**config.mk**
```make
export PLATFORM = sky130hd
export DESIGN_NAME = lsu_mem_ctrl_flat
export DESIGN_NICKNAME = d
export VERILOG_FILES = /design/src/rtl/lsu_mem_ctrl_if.sv /design/src/rtl/lsu_mem_ctrl.sv /design/src/flat_wrapper.sv
export SDC_FILE = /design/constraint.sdc
export NUM_CORES = 1
export LEC_CHECK = 0
export CAP_MARGIN = 20
export CORE_ASPECT_RATIO = 0.7
export CORE_MARGIN = 2
export CORE_UTILIZATION = 30
export CTS_BUF_LIST = sky130_fd_sc_hd__clkbuf_8
export CTS_CLUSTER_SIZE = 24
export DETAILED_ROUTE_END_ITERATION = 10
export GPL_TIMING_DRIVEN = 0
export PLACE_DENSITY_LB_ADDON = 0.3
export RECOVER_POWER = 50
export SLEW_MARGIN = 5
export SYNTH_ARGS = -nofsm -noshare
export SYNTH_HDL_FRONTEND = slang
export SYNTH_SLANG_ARGS = --single-unit
```
**constraint.sdc**
```tcl
create_clock -name clk -period 2.15 [get_ports clk]
set_input_delay 0.215 -clock clk [delete_from_list [all_inputs] [get_ports clk]]
set_output_delay 0.215 -clock clk [all_outputs]
set_load 0.02 [all_outputs]
```
**src/rtl/lsu_mem_ctrl_if.sv**
```systemverilog
// Signal bundle between the EX stage / data memory and the load-store unit.
// The LSU is the master of the data-memory bus; the environment is the slave side.
interface lsu_mem_ctrl_if;
  logic        ex_valid;
  logic        mem_write;
  logic        memtoreg;
  logic [2:0]  mem_load_type;
  logic [1:0]  mem_store_type;
  logic [31:0] addr;
  logic [31:0] store_data;
  logic        busy;
  logic        done;
  logic        load_valid;
  logic [31:0] load_data;
  logic        misaligned_err;
  logic        dmem_req;
  logic        dmem_we;
  logic [31:0] dmem_addr;
  logic [3:0]  dmem_be;
  logic [31:0] dmem_wdata;
  logic        dmem_gnt;
  logic        dmem_rvalid;
  logic [31:0] dmem_rdata;

  modport master (
    input  ex_valid, mem_write, memtoreg, mem_load_type, mem_store_type,
    input  addr, store_data, dmem_gnt, dmem_rvalid, dmem_rdata,
    output busy, done, load_valid, load_data, misaligned_err,
    output dmem_req, dmem_we, dmem_addr, dmem_be, dmem_wdata
  );

  modport slave (
    output ex_valid, mem_write, memtoreg, mem_load_type, mem_store_type,
    output addr, store_data, dmem_gnt, dmem_rvalid, dmem_rdata,
    input  busy, done, load_valid, load_data, misaligned_err,
    input  dmem_req, dmem_we, dmem_addr, dmem_be, dmem_wdata
  );
endinterface

```
**src/rtl/lsu_mem_ctrl.sv**
```systemverilog
// Load-store unit memory controller: aligns/replicates stores, extracts loads,
// and sequences one request/grant/response transaction per accepted access.
module lsu_mem_ctrl (
  input  logic           clk,
  input  logic           rst_n,
  lsu_mem_ctrl_if.master bus
);

  localparam logic [1:0] IDLE = 2'd0;
  localparam logic [1:0] REQ  = 2'd1;
  localparam logic [1:0] RESP = 2'd2;
  localparam logic [1:0] DONE = 2'd3;

  logic [1:0]  state_q, state_d;
  logic [31:0] addr_q, addr_d;
  logic [3:0]  be_q, be_d;
  logic [31:0] wdata_q, wdata_d;
  logic        we_q, we_d;
  logic [2:0]  ltype_q, ltype_d;
  logic [1:0]  off_q, off_d;
  logic [31:0] ldata_q, ldata_d;
  logic        mis_q, mis_d;

  logic        req_any;
  logic        is_store;
  logic        size_byte;
  logic        size_half;
  logic        aligned;
  logic        accept;
  logic [3:0]  st_be;
  logic [31:0] st_wdata;
  logic [7:0]  ld_byte;
  logic [15:0] ld_half;
  logic [31:0] ld_ext;

  // A request with both mem_write and memtoreg set is a store.
  always_comb begin
    req_any  = bus.ex_valid & (bus.mem_write | bus.memtoreg);
    is_store = bus.mem_write;
    if (is_store) begin
      size_byte = (bus.mem_store_type == 2'b00);
      size_half = (bus.mem_store_type == 2'b01);
    end else begin
      size_byte = (bus.mem_load_type == 3'b000) | (bus.mem_load_type == 3'b011);
      size_half = (bus.mem_load_type == 3'b001) | (bus.mem_load_type == 3'b100);
    end
    aligned = size_byte
            | (size_half & ~bus.addr[0])
            | (~size_byte & ~size_half & (bus.addr[1:0] == 2'b00));
    accept  = (state_q == IDLE) & req_any & aligned;
  end

  always_comb begin
    st_be    = 4'b1111;
    st_wdata = bus.store_data;
    case (bus.mem_store_type)
      2'b00: begin
        st_be    = 4'b0001 << bus.addr[1:0];
        st_wdata = {4{bus.store_data[7:0]}};
      end
      2'b01: begin
        st_be    = 4'b0011 << bus.addr[1:0];
        st_wdata = {2{bus.store_data[15:0]}};
      end
      default: ;
    endcase
  end

  always_comb begin
    ld_byte = bus.dmem_rdata[{off_q, 3'b000} +: 8];
    ld_half = bus.dmem_rdata[{off_q[1], 4'b0000} +: 16];
    case (ltype_q)
      3'b000:  ld_ext = {{24{ld_byte[7]}}, ld_byte};
      3'b001:  ld_ext = {{16{ld_half[15]}}, ld_half};
      3'b011:  ld_ext = {24'd0, ld_byte};
      3'b100:  ld_ext = {16'd0, ld_half};
      default: ld_ext = bus.dmem_rdata;
    endcase
  end

  // Misaligned requests only raise the error pulse; they never leave IDLE.
  always_comb begin
    state_d = state_q;
    addr_d  = addr_q;
    be_d    = be_q;
    wdata_d = wdata_q;
    we_d    = we_q;
    ltype_d = ltype_q;
    off_d   = off_q;
    ldata_d = ldata_q;
    mis_d   = 1'b0;
    case (state_q)
      IDLE: begin
        if (req_any) begin
          if (!aligned) begin
            mis_d = 1'b1;
          end else begin
            addr_d  = {bus.addr[31:2], 2'b00};
            be_d    = is_store ? st_be : 4'b0000;
            wdata_d = is_store ? st_wdata : 32'd0;
            we_d    = is_store;
            ltype_d = bus.mem_load_type;
            off_d   = bus.addr[1:0];
            state_d = REQ;
          end
        end
      end
      REQ: begin
        if (bus.dmem_gnt) state_d = we_q ? DONE : RESP;
      end
      RESP: begin
        if (bus.dmem_rvalid) begin
          ldata_d = ld_ext;
          state_d = DONE;
        end
      end
      default: state_d = IDLE;
    endcase
  end

  always_ff @(posedge clk or negedge rst_n) begin
    if (!rst_n) begin
      state_q <= IDLE;
      addr_q  <= 32'd0;
      be_q    <= 4'd0;
      wdata_q <= 32'd0;
      we_q    <= 1'b0;
      ltype_q <= 3'd0;
      off_q   <= 2'd0;
      ldata_q <= 32'd0;
      mis_q   <= 1'b0;
    end else begin
      state_q <= state_d;
      addr_q  <= addr_d;
      be_q    <= be_d;
      wdata_q <= wdata_d;
      we_q    <= we_d;
      ltype_q <= ltype_d;
      off_q   <= off_d;
      ldata_q <= ldata_d;
      mis_q   <= mis_d;
    end
  end

  // busy is gated by rst_n so every output reads 0 while reset is held.
  assign bus.busy           = rst_n & ((state_q != IDLE) | accept);
  assign bus.done           = (state_q == DONE);
  assign bus.load_valid     = (state_q == DONE) & ~we_q;
  assign bus.load_data      = ldata_q;
  assign bus.misaligned_err = mis_q;
  assign bus.dmem_req       = (state_q == REQ);
  assign bus.dmem_we        = we_q;
  assign bus.dmem_addr      = addr_q;
  assign bus.dmem_be        = be_q;
  assign bus.dmem_wdata     = wdata_q;

endmodule

```
**src/flat_wrapper.sv**
```systemverilog
// flat-port wrapper written by rule: the top's interface ports become plain ports
module lsu_mem_ctrl_flat 
  (clk, rst_n, bus_ex_valid, bus_mem_write, bus_memtoreg, bus_mem_load_type, bus_mem_store_type, bus_addr, bus_store_data, bus_dmem_gnt, bus_dmem_rvalid, bus_dmem_rdata, bus_busy, bus_done, bus_load_valid, bus_load_data, bus_misaligned_err, bus_dmem_req, bus_dmem_we, bus_dmem_addr, bus_dmem_be, bus_dmem_wdata);
  lsu_mem_ctrl_if bus_i ();
  input  logic clk;
  input  logic rst_n;
  input wire logic [$bits(bus_i.ex_valid)-1:0] bus_ex_valid;
  input wire logic [$bits(bus_i.mem_write)-1:0] bus_mem_write;
  input wire logic [$bits(bus_i.memtoreg)-1:0] bus_memtoreg;
  input wire logic [$bits(bus_i.mem_load_type)-1:0] bus_mem_load_type;
  input wire logic [$bits(bus_i.mem_store_type)-1:0] bus_mem_store_type;
  input wire logic [$bits(bus_i.addr)-1:0] bus_addr;
  input wire logic [$bits(bus_i.store_data)-1:0] bus_store_data;
  input wire logic [$bits(bus_i.dmem_gnt)-1:0] bus_dmem_gnt;
  input wire logic [$bits(bus_i.dmem_rvalid)-1:0] bus_dmem_rvalid;
  input wire logic [$bits(bus_i.dmem_rdata)-1:0] bus_dmem_rdata;
  output wire logic [$bits(bus_i.busy)-1:0] bus_busy;
  output wire logic [$bits(bus_i.done)-1:0] bus_done;
  output wire logic [$bits(bus_i.load_valid)-1:0] bus_load_valid;
  output wire logic [$bits(bus_i.load_data)-1:0] bus_load_data;
  output wire logic [$bits(bus_i.misaligned_err)-1:0] bus_misaligned_err;
  output wire logic [$bits(bus_i.dmem_req)-1:0] bus_dmem_req;
  output wire logic [$bits(bus_i.dmem_we)-1:0] bus_dmem_we;
  output wire logic [$bits(bus_i.dmem_addr)-1:0] bus_dmem_addr;
  output wire logic [$bits(bus_i.dmem_be)-1:0] bus_dmem_be;
  output wire logic [$bits(bus_i.dmem_wdata)-1:0] bus_dmem_wdata;
  assign bus_i.ex_valid = bus_ex_valid;
  assign bus_i.mem_write = bus_mem_write;
  assign bus_i.memtoreg = bus_memtoreg;
  assign bus_i.mem_load_type = bus_mem_load_type;
  assign bus_i.mem_store_type = bus_mem_store_type;
  assign bus_i.addr = bus_addr;
  assign bus_i.store_data = bus_store_data;
  assign bus_i.dmem_gnt = bus_dmem_gnt;
  assign bus_i.dmem_rvalid = bus_dmem_rvalid;
  assign bus_i.dmem_rdata = bus_dmem_rdata;
  assign bus_busy = bus_i.busy;
  assign bus_done = bus_i.done;
  assign bus_load_valid = bus_i.load_valid;
  assign bus_load_data = bus_i.load_data;
  assign bus_misaligned_err = bus_i.misaligned_err;
  assign bus_dmem_req = bus_i.dmem_req;
  assign bus_dmem_we = bus_i.dmem_we;
  assign bus_dmem_addr = bus_i.dmem_addr;
  assign bus_dmem_be = bus_i.dmem_be;
  assign bus_dmem_wdata = bus_i.dmem_wdata;
  lsu_mem_ctrl u_core (.clk(clk), .rst_n(rst_n), .bus(bus_i));
endmodule
```
# Word level (Yosys, flattened, before mapping)
# Cells that the tools add are included.
[word_totals] reg_bits=107 out_inout_bits=106 wordCells=70
[op_classes] n_eq_ne=14 shift=4 muxes=16 n_bitwise=18 reduce_logical=9
[op_table] operator="$pmux 32 s4" count=1
[op_table] operator="$pmux 32 s2" count=1
[op_table] operator="$mux 32" count=1
[op_table] operator="$shiftx 32x6->16" count=1
[op_table] operator="$shiftx 32x6->8" count=1
[op_table] operator="$and 1x1->1" count=8
[op_table] operator="$mux 2" count=4
[op_table] operator="$pmux 4 s2" count=1
[op_table] operator="$eq 3x1->1 const B" count=2
[op_table] operator="$eq 3x2->1 const B" count=2
[op_table] operator="$eq 3x3->1 const B" count=2
[op_table] operator="$logic_not 2->1" count=3
[op_table] operator="$logic_not 3->1" count=2
[op_table] operator="$mux 1" count=6
[op_table] operator="$or 1x1->1" count=6
[op_table] operator="$pmux 2 s3" count=1
[op_table] operator="$eq 2x1->1 const B" count=2
[op_table] operator="$eq 2x2->1 const B" count=2
[op_table] operator="$mux 4" count=1
[op_table] operator="$ne 2x1->1 const B" count=2
[op_table] operator="$ne 2x2->1 const B" count=2
[op_table] operator="$not 1->1" count=4
[op_table] operator="$reduce_and 4->1" count=1
[op_table] operator="$shl 1x2->4 const A" count=1
[op_table] operator="4 further kinds" count=4

# Depth between registers and ports, before layout
[logic_depth] word_depth=10 mapped_depth=8 depth_no_buf=6

# Worst setup path before layout
# Ideal clock, no wire load.
[synth_path] path_kind="reg2reg" from="reg u_core.ltype_q[0]" to="reg u_core.ldata_q[3], in the netlist u_core.bus.load_data[3]" setup_ps=123 arrival_time_ps=1651 required_time_ps=2027 slack_ps=376 stages_incl_launch_ff=7 n_path_buf=1 synth_period_minus_slack_ps=1774 path_cell_list="dfrtp_1 > mux2i_4 > nand2_2 > buf_6 > mux2_1 > a211oi_1 > nor2_1"
[synth_via] elab_chain_cells=2 elab_cells_between_ends=5 classes_between="eq/ne (3); mux (1); reduce/logical (1)"
[synth_lines] item="start, declared" line="lsu_mem_ctrl.sv:19" source="logic [2:0] ltype_q, ltype_d;"
[synth_lines] item="start signal, assigned" line="lsu_mem_ctrl.sv:138" source="ltype_q <= ltype_d;"
[synth_lines] item="$eq 3x3->1, or another cell as far along" line="lsu_mem_ctrl.sv:72" source="case (ltype_q)"
[synth_lines] item="$pmux 32 s4 (*)" line="lsu_mem_ctrl.sv:72"
[synth_lines] item="end signal, assigned" line="lsu_mem_ctrl.sv:140" source="ldata_q <= ldata_d;"
[synth_lines] item="end, declared" line="lsu_mem_ctrl.sv:21" source="logic [31:0] ldata_q, ldata_d;"
# Every way passes the cells marked *; elsewhere a longest branch is shown, timed or not.
# A chain may end at the register's enable or synchronous reset.

# Final worst setup path
[layout_path] from="reg u_core.state_q[1]" to="out bus_dmem_req"
[layout_via] elab_chain_cells=1
[layout_lines] item="start, declared" line="lsu_mem_ctrl.sv:14" source="logic [1:0] state_q, state_d;"
[layout_lines] item="start signal, assigned" line="lsu_mem_ctrl.sv:133" source="state_q <= state_d;"
[layout_lines] item="$eq 2x1->1" line="lsu_mem_ctrl.sv:151" source="assign bus.dmem_req = (state_q == REQ);"
[layout_lines] item="end, declared" line="flat_wrapper.sv:22" source="output wire logic [$bits(bus_i.dmem_req)-1:0] bus_dmem_req;"
# No other way between the ends.

==> metrics.yaml <==
global_routing:
  grt_remaining_overflow: 0
  grt_pass1_vias: 4359
  track_usage_pct: 17.1
  grt_antenna_before_repair: 1
  grt_pass1_wl_mm: 25.1
  grt_max_degree: 64
logic_synthesis:
  ys_seq_area_share_pct: 49.1
  synth_area_leaders: "dfrtp_1, mux2_1, mux2i_1"
  synth-xor-area-share_pct: 0.321
  synth_top_family_by_area: "multiplexers"
  ys_async_sr_fraction_pct: 100
  synthFlopType: "dfrtp_1"
  synth_compound_area_share_pct: 10.8
  synthMuxAreaShare_pct: 22.3
  synth_edf_count: 0
  synth_top_area_share_pct: 49.1
  syn_inst: 523
  synthSimpleGateAreaFrac_pct: 10.1
  ys_ff_latch: 107
  yosys_warnings: 0
  syn_area_per_cell_sq_um: 10.4
  netlist_area_sq_um: 5450
  synth_fa_ha_area_share_pct: 0.918
  synth_cell_types: 42
  synth_top_cell_by_area: "dfrtp_1"
timing:
  relSlewSlack_pct: 22.9
  setup_ws_ps: 171
  timing.final.crit_period_ps: 1980
  rsz0062_at_grt: "no"
  tns_ps: 0
  fmax_ghz: 0.505
  drv_slew: 0
  worstMarginPinSlew_ps: 1160
  fin_skew_ps: 11.9
  hold_viol: 0
  setup_viol: 0
  post-route-period-util_pct: 92.1
final_layout:
  layout_common_cells: "clkdlybuf4s50_1, dfrtp_1, nand2_1, mux2_1, dlygate4sd3_1"
  finalNonFillerCells: 993
  n_antenna_cell: 0
  drive_gt1_share_pct: 7.40
  final_common_cell: "clkdlybuf4s50_1"
  nets: 864
  finalCoreUtilization_pct: 45.3
  syn_to_final_growth_pct: 48.7
placed_design:
  placement.io_buffers: 210
  place_ws_ps: -624
  dpl.cell_count: 971
  hpwlAfterDp_mm: 12.8
  finalWeightedCongestion: 0.882
route:
  wl_per_cell_um: 17.0
  drt_iter0_markers: 355
  via_per_inst: 4.67
  dr.pass1.iters: 4
  post-route-drc-count: 0
  finalWirelength_mm: 16.8
  ant_nets: 0
  num_vias: 4633
critical_path:
  crit_fanout: 4
  crit_required_ps: 1930
  cp.arrival_ps: 1760
  reg2reg_slack_ps: 190
  startpoint_type: "flop"
  worstRegToRegCells: 6
  worst_setup_path_end_kind: "primary output"
  path_class: "reg2out"
cts:
  clk_pin_slew_worst_paths_ps: 110
  insertion_delay_ps: 380
  h-tree-depth: 3
  cts.path.max_buffers: 2
  ctsRootBufferMaster: "clkbuf_8"
  cts_tree: "built"
  numCtsBuffers: 9
  clock_sinks: 107
die:
  initial_core_util_pct: 30.4
  dieArea_sq_um: 19300
  die_w_um: 165
  core-area_sq_um: 17900
  ios: 214
  die-height_um: 117
  core.rowCount: 41
outcome:
  outcome: "complete, no violations"
power_and_ir_drop:
  p_per_area_nw_per_um2: 1320
  irDropWorstVdd_uv: 523
  total_leakage_power_nw: 3.47
  power_mw: 10.7
worst_hold_path:
  hold_path.class: "in2reg"
  hold_depth: 4
job:
  drv_cap: 0
[metrics by stage]
step	area [sq um]	hold slack, ps
2_1_floorplan	5450	-80.6
3_3_place_gp	7850	452
3_5_place_dp	7880	180
4_1_cts	8090	305
5_1_grt	8100	331
6_report	8100	330
[per-layer routing]
layer  routed length (um)  global-route usage (%)  share of wire [%]  vias to the layer above
met5                   12                       0              0.071                        -
met2                 6810                    22.9                 40                      140
met1                 8360                    26.2                 50                     2214
met4                  305                    4.81                1.8                        2
li1                     -                       -                  -                     2255
met3                 1350                    5.04                8.0                       22
[power breakdown]
part           total [mW]  leakage, nW  switching, mW  internal [mW]
combinational        6.01         2.08           3.27           2.74
clock                1.18       0.0918          0.746          0.431
sequential           3.48         1.30          0.514           2.96
[sequential cells by signal (all words and copies together) (netlist names)]
register                   flops
u_core.bus.dmem_wdata         32
u_core.bus.dmem_we             1
u_core.bus.dmem_be             4
u_core.ltype_q                 3
u_core.bus.dmem_addr          30
u_core.off_q                   2
u_core.bus.misaligned_err      1
u_core.state_q                 2
u_core.bus.load_data          32
[path summary, 6_finish.rpt]
check	from	end
min in group asynchronous	rst_n	u_core.bus.load_data[11]
max in group asynchronous	rst_n	u_core.bus.dmem_addr[31]
min reg2reg	u_core.bus.dmem_addr[15]	u_core.bus.dmem_addr[15]
max reg2reg	u_core.ltype_q[0]	u_core.bus.load_data[6]
max	u_core.state_q[1]	bus_dmem_req
min	bus_mem_store_type[0]	u_core.bus.dmem_wdata[8]
[logic make-up after synthesis]
kind of cell | Yosys count
buf+inv | 63
xor+xnor | 2
fa+ha+maj | 4
simple gates | 135
mux | 111
other cells | 1
compound gates | 100
flops | 107
[final cells by class]
| type | count | area, sq um |
|---|---|---|
| clock buffers | 9 | 124 |
| well taps | 236 | 295 |
| clock inverters | 7 | 51.3 |
| fillers | 1723 | 9800 |
| inverters | 30 | 113 |
| plain buffers | 33 | 234 |
| flip-flops and latches | 107 | 2680 |
| repair buffers | 217 | 2170 |
| multi-input cells | 354 | 2440 |
[repair_timing]
action	in CTS	in global routing
hold endpoints to repair	45	0
pin swaps	0	1
endpoints found under the setup margin	54	22
resized for setup	6	11
hold buffers	2	0
buffers inserted	0	4
[critical path, cell delays in order, from the launching register on]
cell	delay, ps
dfrtp_1	430
inv_1	90
ha_1	210
clkdlybuf4s50_1	660
[synthesized netlist by cell type (2+ instances only)]
library cell and instances:
dfrtp_1 107, nand2_1 67, mux2_1 63, nor2_1 47, mux2i_1 44, a21oi_1 30
o21ai_0 29, inv_1 27, clkbuf_1 15, o21ai_1 12, a211oi_1 9, o22ai_1 8
nand3_1 7, nor2b_1 6, buf_6 5, buf_8 5, and2_1 4, buf_2 4
ha_1 4, inv_2 3, buf_1 2, buf_4 2, mux2_2 2, o221ai_1 2
o31ai_1 2
Power figures use the tool's default switching activity.
